--- src/rtl/commit_rob.sv ---
// rtl/commit_rob.sv - circular reorder buffer feeding a two-wide in-order commit stage
// Entries are allocated at the tail, completed by writeback, and retired from the head.

package commit_rob_pkg;
   localparam int TRANS_ID_BITS = 3;

   typedef struct packed {
      logic        valid;
      logic [5:0]  cause;
      logic [63:0] tval;
   } exception_t;

   typedef struct packed {
      logic [63:0]              pc;
      logic [TRANS_ID_BITS-1:0] trans_id;
      logic [3:0]               fu;
      logic [7:0]               op;
      logic [4:0]               rd;
      logic [63:0]              result;
      logic                     valid;
      exception_t               ex;
   } scoreboard_entry_t;
endpackage

module commit_rob
   import commit_rob_pkg::*;
#(
   parameter int NR_ENTRIES      = 8,
   parameter int NR_COMMIT_PORTS = 2
) (
   input  logic                                    clk_i,
   input  logic                                    rst_i,
   input  logic                                    flush_i,
   input  logic                                    issue_valid_i,
   input  scoreboard_entry_t                       issue_instr_i,
   output logic                                    issue_ready_o,
   output logic [TRANS_ID_BITS-1:0]                issue_trans_id_o,
   input  logic                                    wb_valid_i,
   input  logic [TRANS_ID_BITS-1:0]                wb_trans_id_i,
   input  logic [63:0]                             wb_result_i,
   input  exception_t                              wb_ex_i,
   output scoreboard_entry_t [NR_COMMIT_PORTS-1:0] commit_instr_o,
   input  logic [NR_COMMIT_PORTS-1:0]              commit_ack_i,
   output logic [TRANS_ID_BITS:0]                  count_o
);
   localparam int          TB      = TRANS_ID_BITS;
   localparam logic [TB:0] L_DEPTH = (TB+1)'(NR_ENTRIES);

   scoreboard_entry_t     r_mem [NR_ENTRIES];
   logic [NR_ENTRIES-1:0] r_occ;
   logic [NR_ENTRIES-1:0] r_done;
   logic [TB-1:0]         r_head;
   logic [TB-1:0]         r_tail;
   logic [TB:0]           r_count;

   logic                  w_issue;
   logic                  w_wb_hit;
   logic                  w_ret0;
   logic                  w_ret1;
   logic [TB-1:0]         w_head1;
   logic [TB-1:0]         w_head_nxt;
   logic [TB-1:0]         w_tail_nxt;
   logic [TB:0]           w_count_nxt;
   scoreboard_entry_t     w_issue_entry;
   scoreboard_entry_t     w_commit0;
   scoreboard_entry_t     w_commit1;

   // Ready looks only at the registered count, so a retire this cycle frees a slot next cycle.
   assign issue_ready_o    = (r_count < L_DEPTH);
   assign issue_trans_id_o = r_tail;
   assign count_o          = r_count;

   assign w_issue  = issue_valid_i && issue_ready_o;
   assign w_wb_hit = wb_valid_i && r_occ[wb_trans_id_i];
   assign w_head1  = r_head + TB'(1);

   always_comb begin
      w_commit0       = r_mem[r_head];
      w_commit0.valid = r_occ[r_head] && r_done[r_head];
      w_commit1       = r_mem[w_head1];
      w_commit1.valid = r_occ[w_head1] && r_done[w_head1];
   end

   assign commit_instr_o[0] = w_commit0;
   assign commit_instr_o[1] = w_commit1;

   // The second port only retires behind the first, keeping retirement strictly in order.
   assign w_ret0 = commit_ack_i[0] && w_commit0.valid;
   assign w_ret1 = w_ret0 && commit_ack_i[1] && w_commit1.valid;

   always_comb begin
      w_issue_entry          = issue_instr_i;
      w_issue_entry.trans_id = r_tail;
      w_issue_entry.valid    = 1'b0;

      w_head_nxt = r_head;
      if (w_ret1) begin
         w_head_nxt = r_head + TB'(2);
      end else if (w_ret0) begin
         w_head_nxt = w_head1;
      end

      w_tail_nxt = r_tail;
      if (w_issue) begin
         w_tail_nxt = r_tail + TB'(1);
      end

      w_count_nxt = r_count;
      if (w_issue) begin
         w_count_nxt = w_count_nxt + (TB+1)'(1);
      end
      if (w_ret0) begin
         w_count_nxt = w_count_nxt - (TB+1)'(1);
      end
      if (w_ret1) begin
         w_count_nxt = w_count_nxt - (TB+1)'(1);
      end
   end

   // Later assignments win: retire clears a slot after writeback, issue overrides both.
   always_ff @(posedge clk_i or posedge rst_i) begin
      if (rst_i) begin
         r_occ   <= '0;
         r_done  <= '0;
         r_head  <= '0;
         r_tail  <= '0;
         r_count <= '0;
      end else if (flush_i) begin
         r_occ   <= '0;
         r_done  <= '0;
         r_head  <= '0;
         r_tail  <= '0;
         r_count <= '0;
      end else begin
         if (w_wb_hit) begin
            r_done[wb_trans_id_i] <= 1'b1;
         end
         if (w_ret0) begin
            r_occ[r_head]  <= 1'b0;
            r_done[r_head] <= 1'b0;
         end
         if (w_ret1) begin
            r_occ[w_head1]  <= 1'b0;
            r_done[w_head1] <= 1'b0;
         end
         if (w_issue) begin
            r_occ[r_tail]  <= 1'b1;
            r_done[r_tail] <= 1'b0;
         end
         r_head  <= w_head_nxt;
         r_tail  <= w_tail_nxt;
         r_count <= w_count_nxt;
      end
   end

   always_ff @(posedge clk_i) begin
      if (!flush_i && !rst_i) begin
         if (w_wb_hit) begin
            r_mem[wb_trans_id_i].result <= wb_result_i;
            r_mem[wb_trans_id_i].ex     <= wb_ex_i;
         end
         if (w_issue) begin
            r_mem[r_tail] <= w_issue_entry;
         end
      end
   end

endmodule

--- config.mk ---
export PLATFORM = sky130hd
export DESIGN_NAME = commit_rob
export DESIGN_NICKNAME = d
export VERILOG_FILES = /design/src/rtl/commit_rob.sv
export SDC_FILE = /design/constraint.sdc
export NUM_CORES = 2
export LEC_CHECK = 0
export BUFFER_PORTS_ARGS = -buffer_cell sky130_fd_sc_hd__buf_4
export CORE_ASPECT_RATIO = 1.1
export CORE_MARGIN = 5
export CORE_UTILIZATION = 25
export DETAILED_ROUTE_END_ITERATION = 8
export GPL_TIMING_DRIVEN = 1
export MAX_ROUTING_LAYER = met4
export PLACE_DENSITY = 0.46
export RECOVER_POWER = 25
export SLEW_MARGIN = 20
export SYNTH_ARGS = -nofsm -noshare
export SYNTH_HDL_FRONTEND = slang
export SYNTH_SLANG_ARGS = --single-unit
--- constraint.sdc ---
create_clock -name clk_i -period 20.3 [get_ports clk_i]
set_input_delay 1.015 -clock clk_i [delete_from_list [all_inputs] [get_ports clk_i]]
set_output_delay 1.015 -clock clk_i [all_outputs]
set_load 0.02 [all_outputs]
==> qor.yml <==
cts-hold-fix-buffers: 0
hold_ws_ps: 447
die_area_um2: 370000
leakage_nw: 36.8
synth-edff-count: 1752
synth_area_um2: 89400
finalSetupTns_ps: 0
drv_slew: 528
wl_um: 380000
cp-end-kind: "flop"
fin_cells: 12239
required_ps: 20910
cts-buffers-inserted: 209
synthToLayoutAreaGrowth_pct: 20.2
critPathLaunchType: "input pin"
die_w_um: 580
final-setup-viol-count: 0
routabilityCongestion: 0.794
post-route-drc-count: 0
clkTransAtPathRegs_ps: 60
maxCapViolCount: 17
fillers: 35696
grt_pass1_vias: 65485
ys_async_sr_fraction_pct: 1.46
synthCells: 6600
synth_top_area_cell: "edfxtp_1"
overflow: 0
antenna_found_initial: 74
fin_worst_skew_ps: 56.4
hold_path_class: "input pin to flop"
critical_path_arrival_ps: 13440
io_buffers: 808
fin_crit_ps: 12840
relSlewSlack_pct: -375
outcome: "complete, but fails checks"
firstDrtPassIters: 5
cts_resized: 0
drive_above_1_share_pct: 30.9
cts_setup_buffers: 0
path_cells: "clkbuf_1 > nor2_1 > nand2_4 > clkbuf_1 > clkinvlp_2 > buf_4 > nand2_1 > nand2_1"
synth_warnings: 0
initial_core_util_pct: 25.1
cp_max_fo: 78
viasPerCell: 5.29
io_pins: 813
yosysSeqAreaShare_pct: 59.5
syn-mean-instance-area_um2: 13.6
synth_top_area_share_pct: 58.8
grt_pass1_wl_um: 524000
die_y_um: 637
place_ws_ps: 13060
cts.htree.levels: 4
drtAntennaViolNets: 0
cts_buffer_depth: 4
rsz0062_at_grt: "no"
crit_path_top_delay_cell: "clkinvlp_2"
worstSkewPairLatency_ps: 880
synth_cell_types: 62
irDropWorstVdd_v: 0.0000736
setup_ws_ps: 7460
grt_usage_pct: 20.2
cts_root_buffer: "clkbuf_16"
detail_route.iter0.violations: 6612
row_count: 230
powerDensity_nw_per_um2: 77.7
max_clock_freq_mhz: 77.9
period_share_pct: 63.2
final_cell_mix: "nand2_1 (1907), edfxtp_1 (1752), buf_4 (838), mux2_2 (675), mux4_2 (441)"
synth.area.top_cells: "edfxtp_1 (59%), mux4_2 (11%), mux2_2 (8.5%)"
hold_viol_final: 0
core_um2: 357000
via_count: 64752
ys_ff_latch: 1778
place_inst: 11805
synth_flop_cell: "edfxtp_1"
dp_hpwl_um: 218000
nets: 7633
mostFrequentLayoutCell: "nand2_1"
cts_tree: "done"
violations: "max-capacitance violations, max-slew violations"
routedWlPerCell_um: 31.1
synth_nets: 6973
critPathKind: "input pin to flop"
cts_sinks: 1778
worst_pin_slew_ps: 7120
slowest_delay_ps: 6150
grt_max_degree: 124
[cell families after synthesis]
| logic type | share of synthesized area [%] |
|---|---|
| and+or+nand+nor | 9.73 |
| DFF | 59.5 |
| muxes | 19.7 |
| AOI/OAI and AO/OA | 8.43 |
| buffers and inverters | 2.35 |
| xor gates and xnor gates | 0.116 |
| adders and majority gates | 0.112 |
[synth_stat cells, drive strengths merged, types with 3 or more instances]
cell    count
buf       141
nor4        9
edfxtp   1752
nand2    1910
or2         3
inv        22
a221oi    221
a22o      219
nor3       10
nor2       25
ha          8
xor2        5
nand2b      4
mux2      676
o211ai      4
nor2b       4
mux2i       9
o22ai       6
clkbuf    369
a21oi      17
dfrtp      26
nand3     231
o31ai       3
and2        3
a22oi     439
o21ai      12
mux4      441
xnor2       6
o32ai       3
[final cells by class]
cell class | instances | area [µm²] | share of cell area (%)
diodes | 58 | 145 | 0.135
clock buffers | 251 | 5410 | 5.03
clock inverters | 125 | 1420 | 1.32
inverters | 22 | 109 | 0.101
multi-input cells | 4290 | 34200 | 31.8
flip-flops and latches | 1778 | 53300 | 49.5
well taps | 4756 | 5950 | 5.53
repair buffers | 959 | 7010 | 6.52
[registers in the layout, indices dropped and copies added (netlist names)]
signal / cells
r_mem: 1752
r_head: 3
count_o: 4
r_occ: 8
issue_trans_id_o: 3
r_done: 8
[layer usage]
layer / wire (µm) / GRT usage, % / part of all wire (%)
met5: 0 / - / 0
met4: 10200 / 5.30 / 2.7
met3: 35600 / 5.49 / 9.4
met2: 180000 / 32.4 / 47
met1: 155000 / 25.2 / 41
[worst max-delay path: cells and delay by family]
kind	cells	cell delay, ps
buf+inv	4	11400
simple gates	4	870
[worst paths after layout]
path                            slack (ps)                 from  cells after the start                  end
min in group asynchronous              710                rst_i                      3  issue_trans_id_o[1]
worst max register to register        8050  issue_trans_id_o[0]                      7         r_mem[0][16]
worst max-delay path                  7460              flush_i                      8         r_mem[0][16]
worst min register to register         620            r_done[0]                      2            r_done[0]
worst min-delay path                   450    issue_instr_i[68]                      3         r_mem[1][68]
max in group asynchronous            18460                rst_i                      3            r_head[0]
[stage by stage]
step	cell area (µm²)	utilization, %	total power, mW
2_1_floorplan	89400	-	4.37
3_3_place_gp	101000	28.3	4.59
3_5_place_dp	101000	28.3	4.60
4_1_cts	108000	30.3	8.45
5_1_grt	108000	30.2	8.63
6_report	108000	30.2	8.35
[where the power goes]
| group | internal [mW] | switching, mW |
|---|---|---|
| registers | 4.07 | 0.0175 |
| logic | 0.172 | 0.257 |
| clock network | 2.23 | 1.60 |
| total | 6.47 | 1.88 |
No activity file was read; power rests on OpenSTA's default activity.
